<file path="src/rtl/lsu_pkg.sv">
// Shared types and the access-fault check for the load/store unit.
package lsu_pkg;

  typedef enum logic [1:0] {
    SIZE_BYTE = 2'b00,
    SIZE_HALF = 2'b01,
    SIZE_WORD = 2'b10
  } size_t;

  typedef enum logic [1:0] {
    IDLE    = 2'b00,
    ISSUE   = 2'b01,
    CAPTURE = 2'b10,
    RESP    = 2'b11
  } state_t;

  // Rejects illegal sizes, misaligned halves/words and addresses beyond the memory.
  function automatic logic access_fault(input logic [31:0] addr,
                                        input logic [1:0]  size,
                                        input int          addr_w);
    logic [31:0] high_bits;
    logic        bad_align;
    high_bits = addr >> addr_w;
    case (size)
      SIZE_BYTE: bad_align = 1'b0;
      SIZE_HALF: bad_align = addr[0];
      SIZE_WORD: bad_align = (addr[1:0] != 2'b00);
      default:   bad_align = 1'b1;
    endcase
    access_fault = bad_align || (high_bits != 32'd0);
  endfunction

endpackage

</file>
<file path="src/rtl/load_store_unit_load_extract.sv">
// Picks the addressed byte/half lane out of a memory word and extends it to 32 bits.
module load_extract
  import lsu_pkg::*;
(
  input  logic [31:0] word,
  input  logic [1:0]  addr,
  input  logic [1:0]  size,
  input  logic        zero_ext,
  output logic [31:0] value
);

  logic [7:0]  lane8;
  logic [15:0] lane16;

  always_comb begin
    lane8  = 8'd0;
    lane16 = 16'd0;
    value  = word;
    case (addr)
      2'd0:    lane8 = word[7:0];
      2'd1:    lane8 = word[15:8];
      2'd2:    lane8 = word[23:16];
      default: lane8 = word[31:24];
    endcase
    lane16 = addr[1] ? word[31:16] : word[15:0];
    case (size)
      SIZE_BYTE: value = zero_ext ? {24'd0, lane8} : {{24{lane8[7]}}, lane8};
      SIZE_HALF: value = zero_ext ? {16'd0, lane16} : {{16{lane16[15]}}, lane16};
      default:   value = word;
    endcase
  end

endmodule

</file>
<file path="src/rtl/load_store_unit.sv">
// Core-to-BRAM load/store unit: one request at a time, byte enables on stores,
// lane extraction on loads, and fault reporting without touching memory.
module load_store_unit
  import lsu_pkg::*;
#(
  parameter int MEM_SIZE = 8192,
  parameter int ADDR_W   = $clog2(MEM_SIZE)
) (
  input  logic              clk,
  input  logic              rst,
  input  logic              req_valid,
  output logic              req_ready,
  input  logic [31:0]       req_addr,
  input  logic              req_we,
  input  logic [1:0]        req_size,
  input  logic              req_unsigned,
  input  logic [31:0]       req_wdata,
  output logic              resp_valid,
  output logic [31:0]       resp_rdata,
  output logic              resp_fault,
  output logic [ADDR_W-1:0] mem_addr,
  output logic [31:0]       mem_data_o,
  input  logic [31:0]       mem_data_i,
  output logic [3:0]        mem_data_en,
  output logic              mem_write_en
);

  state_t            state;
  logic [ADDR_W-1:0] addr_q;
  logic              we_q;
  logic [1:0]        size_q;
  logic              uns_q;
  logic [31:0]       wdata_q;
  logic [31:0]       rdata_q;
  logic              fault_q;
  logic              req_fault;
  logic [31:0]       load_value;
  logic              issue_store;
  logic [3:0]        lane_en;
  logic [31:0]       lane_data;

  assign req_fault = access_fault(req_addr, req_size, ADDR_W);

  load_extract u_load_extract (
    .word     (mem_data_i),
    .addr     (addr_q[1:0]),
    .size     (size_q),
    .zero_ext (uns_q),
    .value    (load_value)
  );

  always_ff @(posedge clk) begin
    if (rst) begin
      state   <= IDLE;
      addr_q  <= '0;
      we_q    <= 1'b0;
      size_q  <= 2'b00;
      uns_q   <= 1'b0;
      wdata_q <= 32'd0;
      rdata_q <= 32'd0;
      fault_q <= 1'b0;
    end else begin
      case (state)
        IDLE: begin
          if (req_valid) begin
            addr_q  <= req_addr[ADDR_W-1:0];
            we_q    <= req_we;
            size_q  <= req_size;
            uns_q   <= req_unsigned;
            wdata_q <= req_wdata;
            rdata_q <= 32'd0;
            fault_q <= req_fault;
            state   <= req_fault ? RESP : ISSUE;
          end
        end
        ISSUE:   state <= we_q ? RESP : CAPTURE;
        // Memory read is registered, so the addressed word is on mem_data_i here.
        CAPTURE: begin
          rdata_q <= load_value;
          state   <= RESP;
        end
        RESP: begin
          rdata_q <= 32'd0;
          fault_q <= 1'b0;
          state   <= IDLE;
        end
        default: state <= IDLE;
      endcase
    end
  end

  always_comb begin
    lane_en   = 4'b0000;
    lane_data = 32'd0;
    case (size_q)
      SIZE_BYTE: begin
        lane_en   = 4'b0001 << addr_q[1:0];
        lane_data = {4{wdata_q[7:0]}};
      end
      SIZE_HALF: begin
        lane_en   = addr_q[1] ? 4'b1100 : 4'b0011;
        lane_data = {2{wdata_q[15:0]}};
      end
      default: begin
        lane_en   = 4'b1111;
        lane_data = wdata_q;
      end
    endcase
  end

  // rst gates the strobes combinationally so a store caught in ISSUE never writes.
  assign issue_store  = (state == ISSUE) && we_q && !rst;
  assign mem_write_en = issue_store;
  assign mem_data_en  = issue_store ? lane_en : 4'b0000;
  assign mem_data_o   = issue_store ? lane_data : 32'd0;
  assign mem_addr     = ((state == ISSUE) && !rst) ? addr_q : '0;

  assign req_ready  = (state == IDLE) && !rst;
  assign resp_valid = (state == RESP) && !rst;
  assign resp_rdata = resp_valid ? rdata_q : 32'd0;
  assign resp_fault = resp_valid ? fault_q : 1'b0;

endmodule

</file>
<file path="config.mk">
export PLATFORM = sky130hd
export DESIGN_NAME = load_store_unit
export DESIGN_NICKNAME = d
export VERILOG_FILES = /design/src/rtl/lsu_pkg.sv /design/src/rtl/load_store_unit_load_extract.sv /design/src/rtl/load_store_unit.sv
export SDC_FILE = /design/constraint.sdc
export NUM_CORES = 1
export LEC_CHECK = 0
export CORE_UTILIZATION = 43
export DETAILED_ROUTE_END_ITERATION = 6
export PLACE_DENSITY_LB_ADDON = 0.2
export RECOVER_POWER = 25
export SLEW_MARGIN = 5
export SYNTH_ARGS = -nofsm -noshare
export SYNTH_HDL_FRONTEND = slang
export SYNTH_SLANG_ARGS = --single-unit
</file>
<file path="constraint.sdc">
create_clock -name clk -period 2.6 [get_ports clk]
set_input_delay 0.26 -clock clk [delete_from_list [all_inputs] [get_ports clk]]
set_output_delay 0.26 -clock clk [all_outputs]
set_load 0.005 [all_outputs]
</file>
==> impl_metrics.env, run 1 <==
export IMPL_grt_max_degree=45
export IMPL_fmax_mhz=407
export IMPL_leakage_nw=2.44
export IMPL_cp_common_cell="inv_1"
export IMPL_grt_total_usage_pct=25.1
export IMPL_via_per_inst=5.29
export IMPL_period_share_pct=94.6
export IMPL_io_buffers=187
export IMPL_ios=188
export IMPL_async_flop_share_pct=0
export IMPL_final_cell_mix="clkdlybuf4s50_1, nand2_1, dfxtp_1, a21oi_1, and2_1"
export IMPL_end_kind="output port"
export IMPL_hold_depth=2
export IMPL_relSlewSlack_pct=37.9
export IMPL_drc=0
export IMPL_p_int_mw=2.79
export IMPL_ys_seq_area_share_pct=38.4
export IMPL_cts_hold_fix_buffers=0
export IMPL_outcome="finished clean"
export IMPL_drv_slew=0
export IMPL_path_cells="inv_1 > ha_1 > nor2b_1 > nand2_1 > buf_6 > inv_1 > and2_1 > clkdlybuf4s50_1"
export IMPL_coreArea_um2=9820
export IMPL_start_util_pct=44.6
export IMPL_synth_ff_type="dfxtp_1"
export IMPL_dp_cells=846
export IMPL_final_min_clock_period_ns=2.46
export IMPL_power_frac_seq_pct=40.3
export IMPL_wl_per_cell_um=15.5
export IMPL_die_y_um=103
export IMPL_power_density_nw_per_um2=645
export IMPL_switchingPower_mw=1.43
export IMPL_crit_fanout=27
export IMPL_postLayoutCoreUtil_pct=66.7
export IMPL_pre_cts_ws_ns=0.407
export IMPL_crit_path_top_delay_cell="clkdlybuf4s50_1"
export IMPL_synthDistinctLibCells=47
export IMPL_placed_area_um2=6330
export IMPL_syn_area_um2=4380
export IMPL_ctsResizeCount=0
export IMPL_dpl_hpwl_mm=9.61
export IMPL_wirelength_mm=13.3
export IMPL_area_delta_synth_final_pct=49.3
export IMPL_vias=4556
export IMPL_grt_pass1_vias=4240
export IMPL_reg2reg_to="wdata_q[11]"
export IMPL_fin_nets=832
export IMPL_vdd_drop_max_uv=345
export IMPL_setup_tns_ns=0
export IMPL_finClkSkew_ns=0.00871
export IMPL_synth_area_per_cell_um2=7.87
export IMPL_power_frac_comb_pct=32.2
export IMPL_slowest_delay_ns=0.43
export IMPL_start_kind="flip-flop"
export IMPL_hp_class="in2reg"
export IMPL_hold_start="rst"
export IMPL_die_w_um=103
export IMPL_gr_total_overflow=0
export IMPL_post_cts_buffers=0
export IMPL_cp_top_family="buffers and inverters"
export IMPL_antenna_diode_count=0
export IMPL_clk_pin_slew_worst_paths_ns=0.08
export IMPL_min_to="addr_q[8]"
export IMPL_arrival_ns=2.20
export IMPL_fin_ws_ns=0.142
export IMPL_critPathBufInv=4
export IMPL_ys_seq_elements=84
export IMPL_finalSetupViolCount=0
export IMPL_cts_tree="yes"
export IMPL_gp_congestion=0.861
export IMPL_synth_edf_count=0
export IMPL_clkSinkCount=84
export IMPL_synth_warnings=0
export IMPL_rsz0062_at_grt="false"
export IMPL_power_frac_clock_pct=27.5
export IMPL_worstMarginPinSlew_ns=0.924
export IMPL_reg2reg_slack_ns=0.25
export IMPL_maxCapViolCount=0
export IMPL_timing_rr_start="state[0]"
export IMPL_fp_row_count=36
export IMPL_final_common_cell="clkdlybuf4s50_1"
export IMPL_final_cells=862
export IMPL_drt_iter0_markers=199
export IMPL_dieArea_um2=10600
export IMPL_h_tree_depth=3
export IMPL_ant_nets=0
export IMPL_synthCells=557
export IMPL_clock_root_buffer="clkbuf_8"
export IMPL_hold_violations=0
export IMPL_numCtsBuffers=9
export IMPL_r2r_cells=6
export IMPL_clockBufferDepth=2
export IMPL_grt_pass1_wl_mm=20.5
export IMPL_syn_nets=665
export IMPL_insertion_delay_ns=0.36
export IMPL_first_pass_iters=4
export IMPL_p_sw_share_pct=33.9
export IMPL_drive_gt1_share_pct=6.58
export IMPL_design_area_um2=6550
export IMPL_critical_path_class="reg2out"
export IMPL_antenna_found_initial=0
export IMPL_worstPathRequired_ns=2.34
cell type report:
cell class                 instances  area, µm²
inverter                          14       52.6
tap                              133        166
fill                             864       3270
sequential                        84       1680
clock buffer                      12        155
timing repair buffer             203       1980
clock inverter                     4       95.1
multi-input combinational        412       2410
kinds of logic after synthesis:
group	Yosys count	synth area share [%]
simple gates	232	25.4
buf+inv	61	6.39
fa+ha+maj	5	1.43
compound gates	149	22.0
mux	26	6.45
flops	84	38.4
Yosys cell counts, types with 8 or more instances:
master / number / area (µm²)
mux2i_1: 16 / 160
clkbuf_1: 31 / 116
a221oi_1: 8 / 70.1
nand2_1: 119 / 447
dfxtp_1: 84 / 1680
a221o_1: 16 / 160
and2_1: 49 / 307
inv_1: 14 / 52.6
a21oi_1: 71 / 355
o21ai_0: 22 / 110
a21o_1: 8 / 60.1
a22oi_1: 9 / 67.6
and3_1: 8 / 50.1
nor2_1: 31 / 116
flip-flops by register name (all words and copies together), names as in the netlist:
| signal | flops |
|---|---|
| rdata_q | 32 |
| wdata_q | 32 |
| addr_q | 13 |
| size_q | 2 |
| state | 2 |
| fault_q | 1 |
| uns_q | 1 |
| we_q | 1 |
worst reg2reg max path, delay by kind of cell, from the launching register on:
family,cells,cell delay (ns)
flops,1,0.41
compound gates,1,0.18
buf+inv,2,0.77
fa+ha+maj,1,0.32
simple gates,2,0.60
how the worst max path moves through the flow:
stage | from | endpoint | depth (start not counted)
final | state[1] | mem_data_en[0] | 8
after global routing | state[1] | mem_data_en[0] | 8
after CTS | state[1] | mem_data_en[0] | 8
after detailed placement | req_valid | rdata_q[16] | 5
after global placement | req_valid | rdata_q[18] | 5
after floorplan | state[0] | rdata_q[18] | 10
metrics by stage:
| stage | power, mW | hold slack [ns] |
|---|---|---|
| after global routing | 4.47 | 0.335 |
| after floorplan | 2.62 | 0.396 |
| after detailed placement | 3.12 | 0.433 |
| final | 4.22 | 0.304 |
| after global placement | 3.08 | 0.430 |
| after CTS | 4.29 | 0.296 |
power by group through the flow:
stage | logic (mW) | registers (mW) | clock network [mW]
after floorplan | 0.978 | 1.64 | 0
after global placement | 1.36 | 1.72 | 0
after detailed placement | 1.40 | 1.73 | 0
after CTS | 1.41 | 1.70 | 1.18
after global routing | 1.51 | 1.73 | 1.23
final | 1.36 | 1.70 | 1.16
routing by layer:
| layer | GRT usage (%) | wire length [µm] |
|---|---|---|
| met4 | 9.86 | 191 |
| met1 | 30.7 | 5520 |
| met3 | 6.03 | 1120 |
| met5 | 0 | 0 |
| met2 | 42.6 | 6500 |
Power figures use the tool's default switching activity.
==> run 2: changes to the inputs <==
CORE_MARGIN = 5   (was default)
==> run 2 against run 1 <==
Against the previous run: core utilization shrank 0.76 points; combinational power about the same; critical path depth down 3; power fell by 4.1%; highest routed layer unchanged; routed wire length up 8.4%; clock power shrank 16%; fmax down 2.1%; die area increased by 16%; via count rose by 0.53%.
==> impl_metrics.env, run 2 (synthesis results as in run 1) <==
export IMPL_outcome="finished clean"
export IMPL_fp_row_count=36
export IMPL_die_w_um=111
export IMPL_r2r_cells=5
export IMPL_fmax_mhz=398
export IMPL_top_layer="met4"
export IMPL_hold_worst_slack_ns=0.249
export IMPL_first_pass_iters=4
export IMPL_worstPathRequired_ns=2.34
export IMPL_vdd_drop_max_uv=437
export IMPL_hold_start="rst"
export IMPL_finClkSkew_ns=0.00517
export IMPL_switchingPower_mw=1.48
export IMPL_via_per_inst=5.32
export IMPL_setup_tns_ns=0
export IMPL_hp_class="in2reg"
export IMPL_numCtsBuffers=9
export IMPL_gr_total_overflow=0
export IMPL_drt_iter0_markers=236
export IMPL_power_frac_seq_pct=41.8
export IMPL_placed_area_um2=6320
export IMPL_grt_total_usage_pct=22.5
export IMPL_wl_per_cell_um=16.8
export IMPL_end_kind="output port"
export IMPL_path_cells="buf_4 > nor2_2 > nand2_1 > a21oi_1 > clkdlybuf4s50_1"
export IMPL_reg2reg_slack_ns=0.20
export IMPL_ant_nets=0
export IMPL_area_delta_synth_final_pct=48.3
export IMPL_postLayoutCoreUtil_pct=65.9
export IMPL_design_area_um2=6500
export IMPL_timing_rr_start="addr_q[1]"
export IMPL_start_util_pct=44.4
export IMPL_min_to="size_q[1]"
export IMPL_regArea_um2=1680
export IMPL_clockBufferDepth=2
export IMPL_power_density_nw_per_um2=623
export IMPL_p_sw_share_pct=36.5
export IMPL_crit_path_top_delay_cell="clkdlybuf4s50_1"
export IMPL_cts_tree="yes"
export IMPL_relSlewSlack_pct=39.7
export IMPL_hold_violations=0
export IMPL_slowest_delay_ns=0.55
export IMPL_clkSinkCount=84
export IMPL_clk_pin_slew_worst_paths_ns=0.08
export IMPL_multi_input_area_um2=2410
export IMPL_critical_path_class="reg2out"
export IMPL_final_cells=861
export IMPL_rsz0062_at_grt="false"
export IMPL_finalSetupViolCount=0
export IMPL_grt_pass1_vias=4591
export IMPL_dieArea_um2=12300
export IMPL_period_share_pct=96.6
export IMPL_leakage_nw=2.42
export IMPL_cp_top_family="buffers and inverters"
export IMPL_clock_root_buffer="clkbuf_8"
export IMPL_crit_fanout=31
export IMPL_power_frac_comb_pct=34.1
export IMPL_start_kind="flip-flop"
export IMPL_dpl_hpwl_mm=10.8
export IMPL_reg_top3="rdata_q: 32 flops, wdata_q: 32 flops, addr_q: 13 flops"
export IMPL_io_buffers=187
export IMPL_arrival_ns=2.25
export IMPL_power_frac_clock_pct=24.1
export IMPL_insertion_delay_ns=0.36
export IMPL_reg2reg_to="rdata_q[9]"
export IMPL_final_min_clock_period_ns=2.51
export IMPL_p_int_mw=2.57
export IMPL_vias=4580
export IMPL_antenna_diode_count=0
export IMPL_drive_gt1_share_pct=6.87
export IMPL_hold_depth=2
export IMPL_dp_cells=845
export IMPL_wirelength_mm=14.4
export IMPL_coreArea_um2=9860
export IMPL_met1_length_mm=6.07
export IMPL_grt_pass1_wl_mm=22.8
export IMPL_fill_cells=866
export IMPL_gp_congestion=0.835
export IMPL_h_tree_depth=3
export IMPL_final_cell_mix="clkdlybuf4s50_1, nand2_1, dfxtp_1, a21oi_1, and2_1"
export IMPL_post_cts_buffers=0
export IMPL_met2_wirelength_mm=7.08
export IMPL_grt_max_degree=45
export IMPL_critPathBufInv=2
export IMPL_ios=188
export IMPL_final_common_cell="clkdlybuf4s50_1"
export IMPL_drc=0
export IMPL_fin_nets=831
export IMPL_worstMarginPinSlew_ns=0.897
export IMPL_wl_met3_mm=1.07
export IMPL_antenna_found_initial=0
export IMPL_drv_slew=0
export IMPL_maxCapViolCount=0
export IMPL_die_y_um=111
## run 2: changes by cell type in the layout (fill, tap and decap cells not counted), sizes merged
cell / delta
bufinv: -2
inv: +2
clkinvlp: +2
clkbuf: -3
## run 2: power groups by stage
stage | registers [mW] | logic [mW] | clock network, mW
global route | 1.72 | 1.52 | 1.05
floorplan | 1.64 | 0.978 | 0
global placement | 1.70 | 1.37 | 0
CTS | 1.69 | 1.43 | 0.999
finish | 1.69 | 1.38 | 0.976
detailed placement | 1.72 | 1.43 | 0
## run 2: metal layers
layer	track usage (%)	vias to the layer above
li1	-	2247
met1	26.1	2152
met4	6.32	0
met2	39.3	163
met3	7.59	18
met5	0	-
## run 2: worst max path at each step
stage,end,startpoint,cells after the start,slack [ns]
detailed placement,rdata_q[31],req_valid,5,0.40
finish,mem_data_o[15],size_q[0],5,0.09
floorplan,rdata_q[18],state[0],10,0.75
global placement,rdata_q[19],req_valid,5,0.50
CTS,mem_data_en[0],state[1],8,0.04
global route,mem_data_o[13],size_q[0],5,0.003
## run 2: layout make-up
cell class | count | area share, %
Sequential cell | 84 | 25.9
Timing Repair Buffer | 202 | 30.5
Inverter | 14 | 0.808
Tap cell | 133 | 2.56
Clock buffer | 10 | 2.12
Clock inverter | 6 | 1.10
Multi-Input combinational cell | 412 | 37.0
## run 2: stage by stage
| step | worst slack, ns | total power [mW] |
|---|---|---|
| 6_report | 0.0890 | 4.05 |
| 4_1_cts | 0.0355 | 4.12 |
| 2_1_floorplan | 0.753 | 2.62 |
| 3_3_place_gp | 0.496 | 3.08 |
| 5_1_grt | 0.00335 | 4.29 |
| 3_5_place_dp | 0.398 | 3.14 |
## run 2: worst register-to-register path, cell delays in order (launching register included)
cell,delay (ns)
dfxtp_1,0.45
buf_4,0.26
mux2_4,0.34
a221oi_1,0.78
a221oi_1,0.26
a21o_1,0.22
## run 2: timing repair
action | in CTS | in global routing
resized for setup | 0 | 4
setup endpoints to repair | 0 | 7
hold buffers | 0 | 0
==> run 3: changes to the inputs <==
CORE_UTILIZATION = 50   (was 43)
CTS_CLUSTER_DIAMETER = 60   (was default)
CTS_CLUSTER_SIZE = 24   (was default)
DONT_BUFFER_PORTS = 1   (was default)
==> run 3 against run 2 <==
Against the previous run: register-to-register slack improved by 0.40 ns; global-route usage up 0.64 points; clock-buffer cell count shrank 1; combinational power shrank 14%; core utilization shrank 11 points; die area is 13% lower; hold slack lost 0.22 ns; final area down 28%; clock skew up 0.0044 ns; routed wire length fell by 11%; clock power is 7% higher; largest cell class unchanged.
==> impl_metrics.env, run 3 (synthesis results as in run 1) <==
export IMPL_outcome="finished clean"
export IMPL_io_buffers=0
export IMPL_insertion_delay_ns=0.35
export IMPL_fill_cells=829
export IMPL_h_tree_depth=3
export IMPL_finalSetupViolCount=0
export IMPL_fin_nets=650
export IMPL_power_frac_clock_pct=26.5
export IMPL_antenna_diode_count=0
export IMPL_relSlewSlack_pct=45.7
export IMPL_post_cts_buffers=0
export IMPL_ios=188
export IMPL_multi_input_area_um2=2430
export IMPL_power_density_nw_per_um2=836
export IMPL_maxCapViolCount=0
export IMPL_crit_fanout=19
export IMPL_vdd_drop_max_uv=424
export IMPL_hold_worst_slack_ns=0.0279
export IMPL_regArea_um2=1680
export IMPL_die_w_um=104
export IMPL_drv_slew=0
export IMPL_fp_row_count=34
export IMPL_power_frac_seq_pct=43.2
export IMPL_reg_top3="rdata_q: 32 flops, wdata_q: 32 flops, addr_q: 13 flops"
export IMPL_numCtsBuffers=9
export IMPL_final_common_cell="nand2_1"
export IMPL_slowest_delay_ns=0.48
export IMPL_wirelength_mm=12.9
export IMPL_start_util_pct=50.8
export IMPL_gp_congestion=0.866
export IMPL_area_delta_synth_final_pct=7.25
export IMPL_die_y_um=104
export IMPL_dieArea_um2=10700
export IMPL_drc=0
export IMPL_drt_iter0_markers=166
export IMPL_grt_max_degree=50
export IMPL_start_kind="flip-flop"
export IMPL_crit_path_top_delay_cell="nand2_1"
export IMPL_leakage_nw=1.78
export IMPL_power_mw=3.93
export IMPL_finClkSkew_ns=0.00957
export IMPL_period_share_pct=90.5
export IMPL_power_frac_comb_pct=30.3
export IMPL_dpl_hpwl_mm=9.39
export IMPL_p_sw_share_pct=36.4
export IMPL_gr_total_overflow=0
export IMPL_hold_violations=0
export IMPL_grt_pass1_vias=3812
export IMPL_clockBufferDepth=2
export IMPL_grt_total_usage_pct=23.1
export IMPL_rsz0062_at_grt="false"
export IMPL_fin_ws_ns=0.248
export IMPL_worstMarginPinSlew_ns=0.808
export IMPL_via_per_inst=5.99
export IMPL_hp_class="in2reg"
export IMPL_worstPathRequired_ns=2.34
export IMPL_drive_gt1_share_pct=10.2
export IMPL_vias=3924
export IMPL_p_int_mw=2.50
export IMPL_path_cells="inv_1 > ha_1 > nor2b_1 > nand2_1 > inv_1 > and2_1"
export IMPL_ant_nets=0
export IMPL_cp_common_cell="inv_1"
export IMPL_clkSinkCount=84
export IMPL_cts_hold_fix_buffers=2
export IMPL_ctsResizeCount=0
export IMPL_pre_cts_ws_ns=0.597
export IMPL_clk_pin_slew_worst_paths_ns=0.09
export IMPL_switchingPower_mw=1.43
export IMPL_critical_path_class="reg2out"
export IMPL_setup_tns_ns=0
export IMPL_cts_tree="yes"
export IMPL_antenna_found_initial=0
export IMPL_final_cell_mix="nand2_1, dfxtp_1, a21oi_1, and2_1, nor2_1"
export IMPL_wl_per_cell_um=19.7
export IMPL_end_kind="output port"
export IMPL_fmax_mhz=425
export IMPL_coreArea_um2=8640
export IMPL_arrival_ns=2.09
export IMPL_final_min_clock_period_ns=2.35
export IMPL_grt_pass1_wl_mm=20.6
export IMPL_first_pass_iters=5
export IMPL_clock_root_buffer="clkbuf_8"
-- run 3: cell types whose count changed in the layout (fill, tap and decap cells not counted), sizes merged --
cell / before / now
clkdlybuf4s50: 186 / 0
clkinv: 1 / 3
buf: 13 / 18
inv: 16 / 15
dlygate4sd3: 0 / 1
bufinv: 1 / 2
clkbuf: 13 / 11
clkinvlp: 2 / 1
-- run 3: power by group through the flow --
stage / Sequential, mW / Combinational (mW) / Clock (mW)
2_1_floorplan: 1.64 / 0.978 / 0
3_3_place_gp: 1.72 / 1.15 / 0
3_5_place_dp: 1.73 / 1.19 / 0
4_1_cts: 1.70 / 1.21 / 1.07
5_1_grt: 1.73 / 1.34 / 1.13
6_report: 1.70 / 1.19 / 1.04
-- run 3: final timing paths --
check | start | end | slack [ns] | depth (start not counted)
worst max-delay path | state[1] | mem_data_en[0] | 0.25 | 6
worst min-delay path | req_size[1] | size_q[1] | 0.03 | 2
worst max register to register | size_q[0] | rdata_q[5] | 0.60 | 4
worst min register to register | rdata_q[11] | rdata_q[11] | 0.45 | 1
-- run 3: layout make-up --
class	instances	area share [%]
clock buffer	9	2.63
timing repair buffer	21	3.81
clock inverter	7	2.10
multi-input combinational	412	51.7
sequential	84	35.8
inverter	14	1.12
tap	108	2.87
-- run 3: worst max-delay path, delay by kind of cell (launching register included) --
kind                       cells  cell delay, ns
buffers and inverters          2            0.32
DFF                            1            0.40
adders and majority gates      1            0.19
and+or+nand+nor                3            0.83
-- run 3: through the flow --
step           instances  instance area, µm²  util (%)
2_1_floorplan        557                4380         -
3_3_place_gp         637                4460      51.6
3_5_place_dp         637                4460      51.6
4_1_cts              655                4710      54.5
5_1_grt              655                4700      54.4
6_report             655                4700      54.4
-- run 3: per-layer routing --
metal	global-route usage [%]	share of wire, %	wire (µm)	vias to the layer above
li1	-	-	-	1883
met1	27.6	41	5240	1865
met2	37.7	48	6160	160
met3	9.02	9.9	1290	16
met4	8.06	1.8	237	0
met5	0	0	0	-
